$ cat src/rtl/pc_pkg.sv
// Shared types and helpers for the program counter with return-address stack.
// The pc_call_stack header names the optional PC_STACK_WRAP_EN build macro.
package pc_pkg;

    localparam int unsigned PC_WIDTH_DEF = 16;
    localparam int unsigned PC_DEPTH_DEF = 8;

    typedef enum logic [2:0] {
        PC_HOLD,
        PC_INC,
        PC_LOAD,
        PC_CALL,
        PC_RET
    } pc_op_e;

    // Fixed priority: load > call > ret > inc > hold
    function automatic pc_op_e pc_prio_op(
        input logic load,
        input logic call,
        input logic ret,
        input logic inc
    );
        pc_op_e op;
        op = PC_HOLD;
        if (load)      op = PC_LOAD;
        else if (call) op = PC_CALL;
        else if (ret)  op = PC_RET;
        else if (inc)  op = PC_INC;
        return op;
    endfunction

endpackage

$ cat src/rtl/ras_lifo.sv
// Return-address stack: storage, occupancy count and push/pop handling.
// PC_STACK_WRAP_EN: a push while full overwrites the oldest entry instead of being dropped.
module ras_lifo
    import pc_pkg::*;
#(
    parameter int unsigned WIDTH = PC_WIDTH_DEF,
    parameter int unsigned DEPTH = PC_DEPTH_DEF
) (
    input  logic                     clk,
    input  logic                     rst_n,
    input  logic                     i_push,
    input  logic                     i_pop,
    input  logic [WIDTH-1:0]         i_din,
    output logic [WIDTH-1:0]         o_dout,
    output logic [$clog2(DEPTH):0]   o_sp,
    output logic                     o_empty,
    output logic                     o_full
);

    localparam int unsigned AW  = $clog2(DEPTH);
    localparam int unsigned SPW = AW + 1;

    logic [WIDTH-1:0] r_mem [DEPTH];
    logic [AW-1:0]    r_head;
    logic [SPW-1:0]   r_sp;

    logic w_wr;
    logic w_sp_inc;
    logic w_pop;

    assign o_empty = (r_sp == '0);
    assign o_full  = (r_sp == SPW'(DEPTH));
    assign o_sp    = r_sp;
    assign o_dout  = r_mem[r_head - AW'(1)];

    // r_head is the next write slot; as a ring it lets a full push overwrite the oldest entry
`ifdef PC_STACK_WRAP_EN
    assign w_wr = i_push;
`else
    assign w_wr = i_push & ~o_full;
`endif
    assign w_sp_inc = i_push & ~o_full;
    assign w_pop    = i_pop & ~i_push & ~o_empty;

    always_ff @(posedge clk or negedge rst_n) begin
        if (!rst_n) begin
            r_head <= '0;
            r_sp   <= '0;
        end else if (w_wr || w_sp_inc) begin
            if (w_wr) r_head <= r_head + AW'(1);
            if (w_sp_inc) r_sp <= r_sp + SPW'(1);
        end else if (w_pop) begin
            r_head <= r_head - AW'(1);
            r_sp   <= r_sp - SPW'(1);
        end
    end

    always_ff @(posedge clk) begin
        if (w_wr) r_mem[r_head] <= i_din;
    end

endmodule

$ cat src/rtl/pc_call_stack.sv
// Program counter with jump, call/return via a hardware RAS, and sticky stack error flags.
// Build macro PC_STACK_WRAP_EN selects overwrite-oldest behaviour on a call while full.
module pc_call_stack
    import pc_pkg::*;
#(
    parameter int unsigned     WIDTH     = PC_WIDTH_DEF,
    parameter int unsigned     DEPTH     = PC_DEPTH_DEF,
    parameter logic [WIDTH-1:0] RESET_VEC = '0
) (
    input  logic                   clk,
    input  logic                   reset,
    input  logic [WIDTH-1:0]       in,
    input  logic                   load,
    input  logic                   call,
    input  logic                   ret,
    input  logic                   inc,
    input  logic                   clr_err,
    output logic [WIDTH-1:0]       out,
    output logic [$clog2(DEPTH):0] sp,
    output logic                   empty,
    output logic                   full,
    output logic                   overflow,
    output logic                   underflow
);

    logic [WIDTH-1:0] r_pc;
    logic             r_ovf;
    logic             r_unf;

    pc_op_e           w_op;
    logic [WIDTH-1:0] w_pc_inc;
    logic [WIDTH-1:0] w_pc_nxt;
    logic [WIDTH-1:0] w_ras_top;
    logic             w_push;
    logic             w_pop;
    logic             w_set_ovf;
    logic             w_set_unf;
    logic             w_empty;
    logic             w_full;

    ras_lifo #(
        .WIDTH (WIDTH),
        .DEPTH (DEPTH)
    ) u_ras (
        .clk     (clk),
        .rst_n   (reset),
        .i_push  (w_push),
        .i_pop   (w_pop),
        .i_din   (w_pc_inc),
        .o_dout  (w_ras_top),
        .o_sp    (sp),
        .o_empty (w_empty),
        .o_full  (w_full)
    );

    assign w_op     = pc_prio_op(load, call, ret, inc);
    assign w_pc_inc = r_pc + WIDTH'(1);

    // Next PC, stack requests and error events for the winning operation
    always_comb begin
        w_pc_nxt  = r_pc;
        w_push    = 1'b0;
        w_pop     = 1'b0;
        w_set_ovf = 1'b0;
        w_set_unf = 1'b0;
        case (w_op)
            PC_LOAD: w_pc_nxt = in;
            PC_CALL: begin
                w_pc_nxt  = in;
                w_push    = 1'b1;
                w_set_ovf = w_full;
            end
            PC_RET: begin
                if (w_empty) begin
                    w_set_unf = 1'b1;
                end else begin
                    w_pop    = 1'b1;
                    w_pc_nxt = w_ras_top;
                end
            end
            PC_INC:  w_pc_nxt = w_pc_inc;
            default: ;
        endcase
    end

    // A set in the same cycle as clr_err takes precedence
    always_ff @(posedge clk or negedge reset) begin
        if (!reset) begin
            r_pc  <= RESET_VEC;
            r_ovf <= 1'b0;
            r_unf <= 1'b0;
        end else begin
            r_pc  <= w_pc_nxt;
            r_ovf <= w_set_ovf | (r_ovf & ~clr_err);
            r_unf <= w_set_unf | (r_unf & ~clr_err);
        end
    end

    assign out       = r_pc;
    assign empty     = w_empty;
    assign full      = w_full;
    assign overflow  = r_ovf;
    assign underflow = r_unf;

endmodule
$ cat config.mk
export PLATFORM = sky130hd
export DESIGN_NAME = pc_call_stack
export DESIGN_NICKNAME = d
export VERILOG_FILES = /design/src/rtl/pc_pkg.sv /design/src/rtl/ras_lifo.sv /design/src/rtl/pc_call_stack.sv
export SDC_FILE = /design/constraint.sdc
export NUM_CORES = 1
export LEC_CHECK = 0
export ABC_AREA = 0
export CELL_PAD_IN_SITES_DETAIL_PLACEMENT = 1
export CELL_PAD_IN_SITES_GLOBAL_PLACEMENT = 1
export CORE_UTILIZATION = 55
export CTS_BUF_LIST = sky130_fd_sc_hd__clkbuf_16
export CTS_CLUSTER_DIAMETER = 150
export CTS_CLUSTER_SIZE = 30
export DETAILED_ROUTE_END_ITERATION = 7
export DONT_BUFFER_PORTS = 1
export GPL_ROUTABILITY_DRIVEN = 0
export PLACE_DENSITY_LB_ADDON = 0.2
export SLEW_MARGIN = 20
export SYNTH_ARGS = -nofsm -noshare
export SYNTH_HDL_FRONTEND = slang
export SYNTH_SLANG_ARGS = --single-unit
$ cat constraint.sdc
create_clock -name clk -period 5.2 [get_ports clk]
set_input_delay 0.52 -clock clk [delete_from_list [all_inputs] [get_ports clk]]
set_output_delay 0.52 -clock clk [all_outputs]
set_load 0.01 [all_outputs]
Yosys cells after proc, flatten, opt, wreduce, memory -nomap -nowiden
Memory sizes are Yosys's and may differ from the RTL's.
Index checks and enable logic that the tools add are counted.
{"block": "word_totals", "romBits": 0, "n_memories": 1, "ram_bits": 128, "latchBits": 0, "reg_bits": 25, "out_inout_bits": 24, "in_bits": 23, "word_cells": 51}
{"name": "u_ras.r_mem", "words": 8, "word_bits": 16, "read_ports": 1, "rd_clocked_by_memory_dff": 0, "write_ports": 1, "line_no": "ras_lifo.sv:23", "rtl": "logic [WIDTH-1:0] r_mem [DEPTH];"}
{"block": "classes", "shifts": 0, "n_reduce_logical": 5, "n_eq_ne": 6, "add_sub_neg": 5, "multipliers": 0, "muxes": 18, "div_mod_pow": 0, "order_cmp": 0, "bitwise": 11}
{"cell": "16-bit one-hot mux with 3 select lines", "n": 1}
{"cell": "16-bit by 1-bit adder with 16-bit output, second input constant", "n": 1}
{"cell": "16-bit two-way mux", "n": 1}
{"cell": "3-bit two-way mux", "n": 5}
{"cell": "1-bit two-way mux", "n": 9}
{"cell": "4-bit two-way mux", "n": 2}
{"cell": "3-bit by 2-bit equality test with 1-bit output, second input constant", "n": 2}
{"cell": "1-bit AND", "n": 5}
{"cell": "4-bit by 1-bit adder with 4-bit output, second input constant", "n": 1}
{"cell": "4-bit equality test, second input constant", "n": 1}
{"cell": "4-bit zero test", "n": 1}
{"cell": "1-bit NOT", "n": 4}
{"cell": "4-bit by 1-bit subtractor with 4-bit output, second input constant", "n": 1}
{"cell": "3-bit by 1-bit adder with 3-bit output, second input constant", "n": 1}
{"cell": "3-bit by 1-bit equality test with 1-bit output, second input constant", "n": 1}
{"cell": "3-bit equality test, second input constant", "n": 1}
{"cell": "3-bit nonzero test", "n": 1}
{"cell": "3-bit by 1-bit subtractor with 3-bit output, second input constant", "n": 1}
{"cell": "2-bit inequality test, second input constant", "n": 1}
{"cell": "1-bit OR", "n": 2}
{"cell": "2-bit AND reduction", "n": 1}
{"cell": "2-bit nonzero test", "n": 1}
{"cell": "2-bit OR reduction", "n": 1}

Logic depth before layout (Yosys ltp)
Gate-level depths: netlist of run 1.
{"block": "depth", "ltp_word": 11, "depth_mapped": 11, "depth_no_buf": 9}

By module
A second synthesis of run 1 with hierarchy kept.
{"block": "hier_totals", "cells_unflattened": 408, "area_unflattened_um2": 6786.5}
{"mod": "ras_lifo", "area_each_um2": 5350.1, "cells_each": 239, "instances": 1, "seq_area_each_um2": 4018.9}
{"mod": "pc_call_stack", "area_each_um2": 1436.4, "cells_each": 169, "instances": 1, "seq_area_each_um2": 450.4}

Worst setup path before layout of run 1
OpenSTA, ideal clock, no wires.
{"block": "synth_path", "path_type": "reg2reg", "startpoint": "register u_ras.r_sp[1], in the netlist u_ras.o_sp[1]", "endpoint": "memory u_ras.r_mem[0][0] (netlist bit) (enable)", "path_slack_ns": 2.115, "path_stages_with_launch": 6, "period_less_slack_ns": 3.085, "required_time_ns": 4.770, "arrival_time_ns": 2.654, "path_buffers": 0, "setup_time_ns": 0.430, "cell_sequence": "dfrtp_1 > or4b_1 > inv_2 > nor2_2 > clkinv_4 > nor4_1"}
{"block": "synth_via", "elab_chain_cells": 5}
{"element": "start: declaration", "line_no": "ras_lifo.sv:25", "rtl": "logic [SPW-1:0] r_sp;"}
{"element": "start signal: assignment", "line_no": "ras_lifo.sv:51", "rtl": "if (w_sp_inc) r_sp <= r_sp + SPW'(1);"}
{"element": "start signal: assignment", "line_no": "ras_lifo.sv:54", "rtl": "r_sp <= r_sp - SPW'(1);"}
{"element": "4-bit equality test", "line_no": "ras_lifo.sv:32", "rtl": "assign o_full = (r_sp == SPW'(DEPTH));"}
{"element": "net full", "line_no": "pc_call_stack.sv:21", "rtl": "output logic full,"}
{"element": "1-bit NOT", "line_no": "ras_lifo.sv:40", "rtl": "assign w_wr = i_push & ~o_full;"}
{"element": "1-bit AND", "line_no": "ras_lifo.sv:40"}
{"element": "1-bit two-way mux", "line_no": "ras_lifo.sv:59", "rtl": "if (w_wr) r_mem[r_head] <= i_din;"}
{"element": "1-bit two-way mux (implied by the code)", "line_no": "ras_lifo.sv:59"}
{"element": "end: declaration", "line_no": "ras_lifo.sv:23"}
The timed path passes the listed nets, and every way through them passes these cells.

Worst setup path after layout of run 1
{"block": "layout_path", "startpoint": "register u_ras.r_head[0]", "endpoint": "register r_pc[15], in the netlist out[15]"}
{"block": "layout_via", "elab_chain_cells": 4}
{"element": "start: declaration", "line_no": "ras_lifo.sv:24", "rtl": "logic [AW-1:0] r_head;"}
{"element": "start signal: assignment", "line_no": "ras_lifo.sv:50", "rtl": "if (w_wr) r_head <= r_head + AW'(1);"}
{"element": "start signal: assignment", "line_no": "ras_lifo.sv:53", "rtl": "r_head <= r_head - AW'(1);"}
{"element": "3-bit by 1-bit subtractor with 3-bit output", "line_no": "ras_lifo.sv:34", "rtl": "assign o_dout = r_mem[r_head - AW'(1)];"}
{"element": "memory 8 x 16 bit"}
{"element": "16-bit two-way mux", "line_no": "pc_call_stack.sv:74", "rtl": "if (w_empty) begin"}
{"element": "16-bit one-hot mux with 3 select lines", "line_no": "pc_call_stack.sv:66", "rtl": "case (w_op)"}
{"element": "end signal: assignment", "line_no": "pc_call_stack.sv:93", "rtl": "r_pc <= w_pc_nxt;"}
{"element": "end: declaration", "line_no": "pc_call_stack.sv:26", "rtl": "logic [WIDTH-1:0] r_pc;"}
No other way between the ends. The select of a mux whose other input is x is not followed.
A chain may end at the register's enable or synchronous reset.

==> Implementation_results.wiki, run 1 <==
{| class="wikitable"
! Metric !! Value
|-
| Result of the run || complete, but fails checks
|-
| Violated checks || design-rule violations
|-
| Element type at the critical path end || flop
|-
| Clock latency on the worst-skew pair || between 400 and 500 ps
|-
| Count of inserted antenna diode cells || 0
|-
| Mean routed wirelength per cell || 27.9 um
|-
| VDD IR-drop max || between 0.2 and 0.3 mV
|-
| Max H-tree Level || 4
|-
| Pin count of the biggest net entering global routing || 39
|-
| Worst R2R Start || u_ras.r_head[0]
|-
| RSZ-0062 raised after global routing || false
|-
| Mean Syn Cell Area || between 15 and 20 sq um
|-
| Fmax || 0.333 GHz
|-
| Area Overhead vs Synth || 12.4%
|-
| Post-synth ARST share || between 10% and 20%
|-
| Sequential fraction of the synthesis area || 67.7%
|-
| Cell area after placement || roughly 6800 sq um
|-
| Count of unique library cells instantiated by Yosys || 47
|-
| Slew headroom || between 30% and 40%
|-
| Path type of the worst min-delay path || input pin to flop
|-
| Depth of the most critical reg-to-reg path || 7
|-
| Core Util, Final || between 60% and 70%
|-
| Clock tree from TritonCTS || yes
|-
| Power density relative to cell area || between 500 and 600 nW/um^2
|-
| Synthesized area || about 6600 sq um
|-
| Aggregate routed wire length || 16,900 um
|-
| Total GRT Usage || slightly below 30%
|-
| Num CTS Buffers || 17
|-
| Die Y || around 110 um
|-
| Maximum fanout along the worst path || 38
|-
| Port Buffer Count || 0
|-
| Setup crit start kind || flop
|-
| I/O pin total || 47
|-
| Least-Margin Pin Slew || approximately 940 ps
|-
| Initial antenna violation count || 0
|-
| Remaining DRCs || 8
|-
| Setup slack on the worst flop-to-flop path || 2200 ps
|-
| Most instantiated flip-flop cell in the synthesis netlist || sky130_fd_sc_hd__edfxtp_1
|-
| First-pass GRT wire length || around 26,000 um
|-
| Maximum buffer depth of the clock tree || 2
|-
| Minimum setup slack after placement || 2220 ps
|-
| Final net count || between 400 and 500
|-
| CTS sink cnt || approximately 150
|-
| Post-route setup slack || around 2200 ps
|-
| Average via count per standard cell || 6.51
|-
| Final worst clock skew || 9.61 ps
|-
| Remaining global-route overflow || 0
|-
| Resize count post-CTS || 0
|-
| Root cell of the clock tree || sky130_fd_sc_hd__clkbuf_16
|-
| Tcrit/Tclk final || roughly 58%
|-
| Iteration count of the initial detailed-routing pass || 7
|-
| Total of warnings raised by yosys || 0
|-
| Overall power consumption || around 4.2 mW
|-
| TNS Setup || 0 ps
|-
| Leakage component of the power || around 2.6 nW
|-
| Number of endpoints failing setup at the final stage || 0
|-
| Syn nets || approximately 460
|-
| Total number of vias || 3,949
|-
| EDFF count, synth || 128
|-
| Data required, critical path || between 5000 and 6000 ps
|-
| Core region area || between 10,000 and 15,000 sq um
|-
| Data arrival time of the critical path || approximately 3300 ps
|-
| Share of layout cells above drive strength 1 || 16.4%
|-
| Placement row count || 39
|-
| Clock-pin slew on the worst setup and hold paths || about 60 ps
|-
| Min cycle time layout || roughly 3000 ps
|-
| Final cell area excluding filler cells || about 7400 sq um
|-
| Detail Placement HPWL || between 10,000 and 15,000 um
|-
| Final number of max-transition violations || 0
|-
| Path type of the worst setup path || flop to flop
|-
| End of the worst hold path || underflow
|-
| Final ANT Viol Nets || 0
|-
| Hold path start || clr_err
|-
| Floorplan die width || approximately 110 um
|-
| Via count of the first global-routing pass || ~4,300
|-
| Cells after Synth || ~440
|-
| Seq cells post-synth || ~150
|-
| Max capacitance violation total || 0
|-
| Worst reg2reg path endpoint || out[15]
|-
| Die ar. || about 12,000 sq um
|-
| Initial Utilization || 57.0%
|-
| Worst hold path stage count || 1
|-
| Final Hold Vio Count || 0
|-
| Initial drt markers || 274
|}
## synth_stat cells (all sizes together) (2+ instances only)
master	number	area [sq um]
nand4	4	25.0
nor3b	4	30.0
mux4	18	420
xnor2	10	87.6
nor2	32	123
mux2i	27	270
a221oi	11	103
nand2	26	100
nand2b	5	31.3
a32oi	2	17.5
nor4	8	56.3
a211oi	3	22.5
nor3	6	30.0
a2111oi	3	26.3
mux2	3	33.8
clkinv	2	12.5
ha	5	62.6
xor2	10	95.1
o21ai	10	50.1
inv	10	37.5
edfxtp	128	3840
dfrtp	25	626
a22oi	15	113
a22o	2	17.5
clkbuf	6	22.5
nor2b	3	18.8
buf	13	71.3
a21oi	24	120
nand3	12	60.1
## through the flow
stage	hold slack (ps)	instances
floorplan	224	436
global placement	225	574
detailed placement	225	574
CTS	202	607
global route	209	607
finish	204	607
## kinds of logic (layout without fill, tap and decap cells)
logic type	count (synthesis)	count (layout)	share of synthesized area (%)
flops	153	153	67.7
simple gates	104	104	7.68
compound gates	74	74	7.55
mux	48	48	11.0
buf+inv	31	59	2.18
xor+xnor	20	20	2.77
fa+ha+maj	6	6	1.10
## how the worst max path moves through the flow
stage / to / start / depth (start not counted)
2_1_floorplan: u_ras.r_mem[0][0] / u_ras.o_sp[1] / 5
3_3_place_gp: out[10] / u_ras.r_head[0] / 8
3_5_place_dp: out[15] / u_ras.r_head[0] / 7
4_1_cts: out[15] / u_ras.r_head[0] / 7
5_1_grt: out[15] / u_ras.r_head[0] / 7
6_report: out[15] / u_ras.r_head[0] / 7
## sequential cells by signal (all words and copies together), names as in the netlist
register      flops
u_ras.r_mem     128
out              16
u_ras.o_sp        4
u_ras.r_head      3
overflow          1
underflow         1
## critical path, cell delays in order, from the launching register on
cell                        delay (ps)
sky130_fd_sc_hd__dfrtp_1           370
sky130_fd_sc_hd__clkinv_1          280
sky130_fd_sc_hd__ha_2             1070
sky130_fd_sc_hd__nor2b_1           130
sky130_fd_sc_hd__a2111oi_0         580
sky130_fd_sc_hd__nor4_1            110
sky130_fd_sc_hd__a211oi_1          230
sky130_fd_sc_hd__o21ai_0           110
## layout make-up
class,count,area [sq um]
flip-flops and latches,153,4470
fillers,1042,4150
multi-input cells,252,2040
clock buffers,17,425
well taps,143,179
repair buffers,16,135
clock inverters,14,118
inverters,12,50.0
## metal layers
layer	share of wire, %	wire length (um)	vias to the layer above	GRT usage, %
met3	6.5	1100	39	7.19
met4	2.8	470	0	14.1
met1	40	6800	2014	35.3
met2	51	8550	152	48.4
met5	0	0	-	0
li1	-	-	1744	-
## timing repair
| action | CTS | global route |
|---|---|---|
| setup buffers | 0 | 0 |
| setup endpoints to repair | 0 | 0 |
| hold buffers | 2 | 0 |
| endpoints found under the hold margin | 25 | 0 |
## placed cells by master (no fill, tap or decap), types with 6 or more instances in the layout
master / count
sky130_fd_sc_hd__buf_4: 14
sky130_fd_sc_hd__a221oi_1: 10
sky130_fd_sc_hd__mux4_2: 14
sky130_fd_sc_hd__o21ai_0: 10
sky130_fd_sc_hd__xnor2_1: 10
sky130_fd_sc_hd__a21oi_1: 24
sky130_fd_sc_hd__xor2_1: 9
sky130_fd_sc_hd__nand3_1: 12
sky130_fd_sc_hd__nand2_1: 25
sky130_fd_sc_hd__inv_1: 11
sky130_fd_sc_hd__a22oi_1: 15
sky130_fd_sc_hd__nor2_1: 28
sky130_fd_sc_hd__nor4_1: 6
sky130_fd_sc_hd__mux2i_1: 27
sky130_fd_sc_hd__clkbuf_16: 17
sky130_fd_sc_hd__dfrtp_1: 25
sky130_fd_sc_hd__edfxtp_1: 128
## where the power goes
part / switching, mW / internal (mW) / total (mW)
registers: 0.157 / 1.54 / 1.70
logic: 0.810 / 0.566 / 1.38
clock network: 0.457 / 0.688 / 1.15
(Power assumes the default switching activity.)
==> run 2, diff against run 1 <==
Settings changed: CORE_UTILIZATION 55 to 53.
Clock period 5.2 ns to 2.9 ns, I/O delays scaled along.
==> Implementation_results.wiki, run 2 (synthesized netlist as in run 1, its figures left out) <==
{| class="wikitable"
! Metric !! Value
|-
| Placement row count || 40
|-
| Clock tree from TritonCTS || yes
|-
| Iteration count of the initial detailed-routing pass || 5
|-
| Initial Utilization || a little over half
|-
| Clock-pin slew on the worst setup and hold paths || roughly 60 ps
|-
| Average via count per standard cell || about 6.2
|-
| Core region area || between 10,000 and 15,000 sq um
|-
| Cell area after placement || 6990 sq um
|-
| Placed insts || 615
|-
| Num CTS Buffers || 17
|-
| Clock latency on the worst-skew pair || around 420 ps
|-
| Detail Placement HPWL || 10,900 um
|-
| Max H-tree Level || 4
|-
| Remaining global-route overflow || 0
|-
| VDD IR-drop max || ~0.55 mV
|-
| Floorplan die width || approximately 110 um
|-
| Total number of vias || 4,003
|-
| Fmax || 0.376 GHz
|-
| Max capacitance violation total || 0
|-
| Final net count || around 500
|-
| Final cell area excluding filler cells || between 7000 and 8000 sq um
|-
| Worst reg2reg path endpoint || out[6]
|-
| End of the worst hold path || out[15]
|-
| Path type of the worst setup path || flop to flop
|-
| Filler-free cell count of the finished design || 650
|-
| TNS Setup || 0 ps
|-
| Remaining DRCs || 0
|-
| Slew headroom || 53.2%
|-
| Hold path start || in[15]
|-
| Pin count of the biggest net entering global routing || 26
|-
| Data required, critical path || approximately 3200 ps
|-
| Final number of max-transition violations || 0
|-
| Port Buffer Count || 0
|-
| Top library cells by usage in the layout, fill and taps aside || sky130_fd_sc_hd__edfxtp_1, sky130_fd_sc_hd__nor2_1, sky130_fd_sc_hd__buf_4
|-
| Min cycle time layout || around 2700 ps
|-
| Final worst clock skew || 9.30 ps
|-
| Path type of the worst min-delay path || input pin to flop
|-
| Register ranked first by flip-flop count || u_ras.r_mem
|-
| Total GRT Usage || slightly below 30%
|-
| RSZ-0062 raised after global routing || false
|-
| Setup crit start kind || flop
|-
| Tcrit/Tclk final || between 90% and 100%
|-
| Initial drt markers || between 200 and 300
|-
| Die ar. || 12,900 sq um
|-
| Mean routed wirelength per cell || around 27 um
|-
| Count of inserted antenna diode cells || 0
|-
| Most frequent standard cell in the layout excluding fill and tap cells || sky130_fd_sc_hd__edfxtp_1
|-
| Maximum buffer depth of the clock tree || 2
|-
| CTS sink cnt || between 150 and 200
|-
| Number of endpoints failing setup at the final stage || 0
|-
| Setup slack on the worst flop-to-flop path || between 200 and 250 ps
|-
| Number of flip-flops under the largest register name || approximately 130
|-
| Element type at the critical path end || flop
|-
| Power density relative to cell area || 1030 nW/um^2
|-
| Resize count post-CTS || 0
|-
| Worst R2R Start || u_ras.r_head[1]
|-
| Result of the run || completed
|-
| Via count of the first global-routing pass || about 4,100
|-
| Final ANT Viol Nets || 0
|-
| Initial antenna violation count || 0
|-
| Data arrival time of the critical path || between 2000 and 3000 ps
|-
| Least-Margin Pin Slew || 696 ps
|-
| Root cell of the clock tree || sky130_fd_sc_hd__clkbuf_16
|-
| Share of layout cells above drive strength 1 || roughly 18%
|-
| Depth of the most critical reg-to-reg path || 8
|-
| Leakage component of the power || between 2 and 3 nW
|-
| Maximum fanout along the worst path || 19
|-
| I/O pin total || 47
|-
| Worst setup path start || u_ras.r_head[1]
|-
| Final Hold Vio Count || 0
|-
| Aggregate routed wire length || between 15,000 and 20,000 um
|-
| Worst hold path stage count || 2
|-
| First-pass GRT wire length || 25,800 um
|-
| Die Y || 114 um
|-
| Area Overhead vs Synth || 15.6%
|-
| Overall power consumption || slightly below 8 mW
|}
[run 2: changes by cell type in the layout (fill, tap and decap cells not counted), sizes merged]
| cell | previous run | this run |
|---|---|---|
| dlygate4sd3 | 1 | 2 |
| clkinvlp | 2 | 1 |
| clkinv | 10 | 9 |
| inv | 12 | 13 |
| bufinv | 2 | 4 |
| buf | 15 | 31 |
[run 2: power breakdown]
part           internal (mW)  total (mW)  switching, mW  leakage [nW]
clock network           1.41        2.24          0.828         0.298
registers               2.76        3.05          0.284          1.45
logic                   1.07        2.56           1.49         0.928
[run 2: worst max-delay path by stage]
stage / to / slack (ps) / cells after the start
after floorplan: out[10] / 130 / 9
after CTS: out[6] / 230 / 8
after global placement: out[10] / 490 / 7
after detailed placement: out[10] / 400 / 7
after global routing: out[6] / 130 / 8
final: out[6] / 240 / 8
[run 2: routing by layer]
layer | GRT usage (%) | part of all wire (%) | up-vias
met5 | 0 | 0 | -
met4 | 11.4 | 1.9 | 0
met3 | 6.96 | 5.9 | 26
met2 | 48.9 | 52 | 122
met1 | 36.3 | 40 | 2082
li1 | - | - | 1773
[run 2: stage by stage]
stage                     hold WS, ps  setup slack [ps]  util [%]
final                            13.8               238      63.2
after global routing             22.4               128      63.2
after CTS                        1.87               234      63.2
after detailed placement        -5.06               402      58.0
after global placement          -5.02               488      58.0
after floorplan                 -5.59               134         -
[run 2: what timing repair did]
action / in CTS / in global routing
buffers inserted: 0 / 0
endpoints found under the hold margin: 27 / 0
hold buffers: 3 / 0
[run 2: area by class of cell]
type	instances	area (sq um)
Multi-Input combinational cell	252	2040
Clock inverter	15	168
Clock buffer	17	425
Inverter	12	50.0
Timing Repair Buffer	33	265
Fill cell	1079	4440
Sequential cell	153	4470
Tap cell	168	210
[run 2: worst max-delay path, cell delays in order, from the launching register on]
cell,delay [ps]
sky130_fd_sc_hd__dfrtp_1,520
sky130_fd_sc_hd__inv_1,110
sky130_fd_sc_hd__ha_2,630
sky130_fd_sc_hd__buf_4,280
sky130_fd_sc_hd__mux4_2,310
sky130_fd_sc_hd__nand2_1,80
sky130_fd_sc_hd__a21oi_1,70
sky130_fd_sc_hd__a221oi_1,360
sky130_fd_sc_hd__a21oi_1,160
==> run 3, diff against run 2 <==
Settings changed: GPL_ROUTABILITY_DRIVEN 0 to not set, REMOVE_ABC_BUFFERS set to 1.
==> Implementation_results.wiki, run 3 (synthesized netlist as in run 1, its figures left out) <==
{| class="wikitable"
! Metric !! Value
|-
| Result of the run || completed
|-
| Initial Utilization || roughly 55%
|-
| Final net count || 490
|-
| Root cell of the clock tree || sky130_fd_sc_hd__clkbuf_16
|-
| Mean routed wirelength per cell || 26.6 um
|-
| Final worst clock skew || approximately 7.7 ps
|-
| Remaining DRCs || 0
|-
| Initial antenna violation count || 0
|-
| Placement row count || 40
|-
| Max capacitance violation total || 0
|-
| Overall power consumption || 7.75 mW
|-
| Fmax || approximately 0.38 GHz
|-
| Worst hold path stage count || 2
|-
| TNS Setup || 0 ps
|-
| Path type of the worst min-delay path || input pin to flop
|-
| End of the worst hold path || out[4]
|-
| Data required, critical path || between 3000 and 4000 ps
|-
| Final ANT Viol Nets || 0
|-
| Tcrit/Tclk final || approximately nine tenths
|-
| Via count of the first global-routing pass || 4,341
|-
| Worst reg2reg path endpoint || out[15]
|-
| First-pass GRT wire length || approximately 26,000 um
|-
| Core region area || 12,100 sq um
|-
| Number of flip-flops under the largest register name || between 100 and 150
|-
| Iteration count of the initial detailed-routing pass || 5
|-
| Path type of the worst setup path || flop to flop
|-
| Final Hold Vio Count || 0
|-
| Most frequent standard cell in the layout excluding fill and tap cells || sky130_fd_sc_hd__edfxtp_1
|-
| Data arrival time of the critical path || 2920 ps
|-
| Area Overhead vs Synth || 14.3%
|-
| Worst R2R Start || u_ras.r_head[1]
|-
| Total GRT Usage || between 20% and 30%
|-
| Aggregate routed wire length || between 15,000 and 20,000 um
|-
| Port Buffer Count || 0
|-
| Final number of max-transition violations || 0
|-
| Max H-tree Level || 4
|-
| Setup crit start kind || flop
|-
| Clock-pin slew on the worst setup and hold paths || 60 ps
|-
| Element type at the critical path end || flop
|-
| CTS sink cnt || about 150
|-
| Remaining global-route overflow || 0
|-
| Top library cells by usage in the layout, fill and taps aside || sky130_fd_sc_hd__edfxtp_1, sky130_fd_sc_hd__nor2_1, sky130_fd_sc_hd__mux2i_1
|-
| Maximum buffer depth of the clock tree || 2
|-
| Initial drt markers || about 310
|-
| Min cycle time layout || between 2000 and 3000 ps
|-
| Depth of the most critical reg-to-reg path || 8
|-
| Post-CTS setup repair buffer count || 0
|-
| Least-Margin Pin Slew || approximately 900 ps
|-
| Clock latency on the worst-skew pair || around 430 ps
|-
| Detail Placement HPWL || between 10,000 and 15,000 um
|-
| Share of layout cells above drive strength 1 || around 17%
|-
| VDD IR-drop max || between 0.5 and 0.6 mV
|-
| Power density relative to cell area || around 1000 nW/um^2
|-
| Average via count per standard cell || a little over 6
|-
| Floorplan die width || between 100 and 150 um
|-
| RSZ-0062 raised after global routing || false
|-
| Register ranked first by flip-flop count || u_ras.r_mem
|-
| Leakage component of the power || ~2.6 nW
|-
| Pin count of the biggest net entering global routing || 28
|-
| Clock tree from TritonCTS || yes
|-
| Maximum fanout along the worst path || 18
|-
| Die Y || approximately 110 um
|-
| Hold path start || in[4]
|-
| Total number of vias || about 4,000
|-
| Placed insts || between 600 and 700
|-
| Routability Congestion || 0.805
|-
| Number of endpoints failing setup at the final stage || 0
|-
| Num CTS Buffers || 17
|-
| Slew headroom || 40.1%
|-
| I/O pin total || 47
|-
| Filler-free cell count of the finished design || 643
|-
| Minimum hold slack || 55.2 ps
|-
| Die ar. || about 13,000 sq um
|-
| Setup slack on the worst flop-to-flop path || 280 ps
|-
| Count of inserted antenna diode cells || 0
|}
-- run 3: critical path: stages, from the launching register on --
cell and delay [ps]:
sky130_fd_sc_hd__dfrtp_1 490, sky130_fd_sc_hd__inv_1 110, sky130_fd_sc_hd__ha_2 480, sky130_fd_sc_hd__buf_4 320
sky130_fd_sc_hd__nor2b_1 90, sky130_fd_sc_hd__a2111oi_1 490, sky130_fd_sc_hd__nor4_1 150, sky130_fd_sc_hd__a211oi_1 230
sky130_fd_sc_hd__o21ai_0 120
-- run 3: power by group --
part           internal, mW  total, mW  switching (mW)
sequential             2.77       3.03           0.266
combinational          1.06       2.57            1.52
clock                  1.32       2.14           0.820
total                  5.14       7.75            2.60
-- run 3: layer usage --
layer  wire length (um)  up-vias  GRT usage (%)
li1                   -     1752              -
met5                  0        -              0
met2               8560      130           47.6
met4                473        0           14.4
met1               7060     2089           36.3
met3               1030       36           7.01
-- run 3: stage by stage --
stage	worst slack (ps)	cell area, sq um	utilization [%]
CTS	214	7540	62.5
finish	279	7540	62.5
detailed placement	196	6920	57.4
floorplan	-1140	6500	-
global placement	551	6920	57.4
global route	118	7540	62.5
-- run 3: worst max-delay path by stage --
stage,from,endpoint,cells after the start
floorplan,u_ras.r_head[0],out[10],6
global placement,u_ras.r_head[1],out[15],8
detailed placement,u_ras.r_head[1],out[15],8
CTS,u_ras.r_head[1],out[15],8
global route,u_ras.r_head[1],out[15],8
finish,u_ras.r_head[1],out[15],8
-- run 3: area by class of cell --
cell class,count,area (sq um)
clock buffers,17,425
clock inverters,15,146
fillers,1099,4520
inverters,12,50.0
multi-input cells,252,2030
flip-flops and latches,153,4470
well taps,168,210
repair buffers,26,215
-- run 3: timing repair --
| item | in CTS | in global routing |
|---|---|---|
| setup endpoints to repair | 0 | 1 |
| hold buffers | 4 | 0 |
| endpoints found under the hold margin | 28 | 0 |
| gates resized for setup | 0 | 1 |
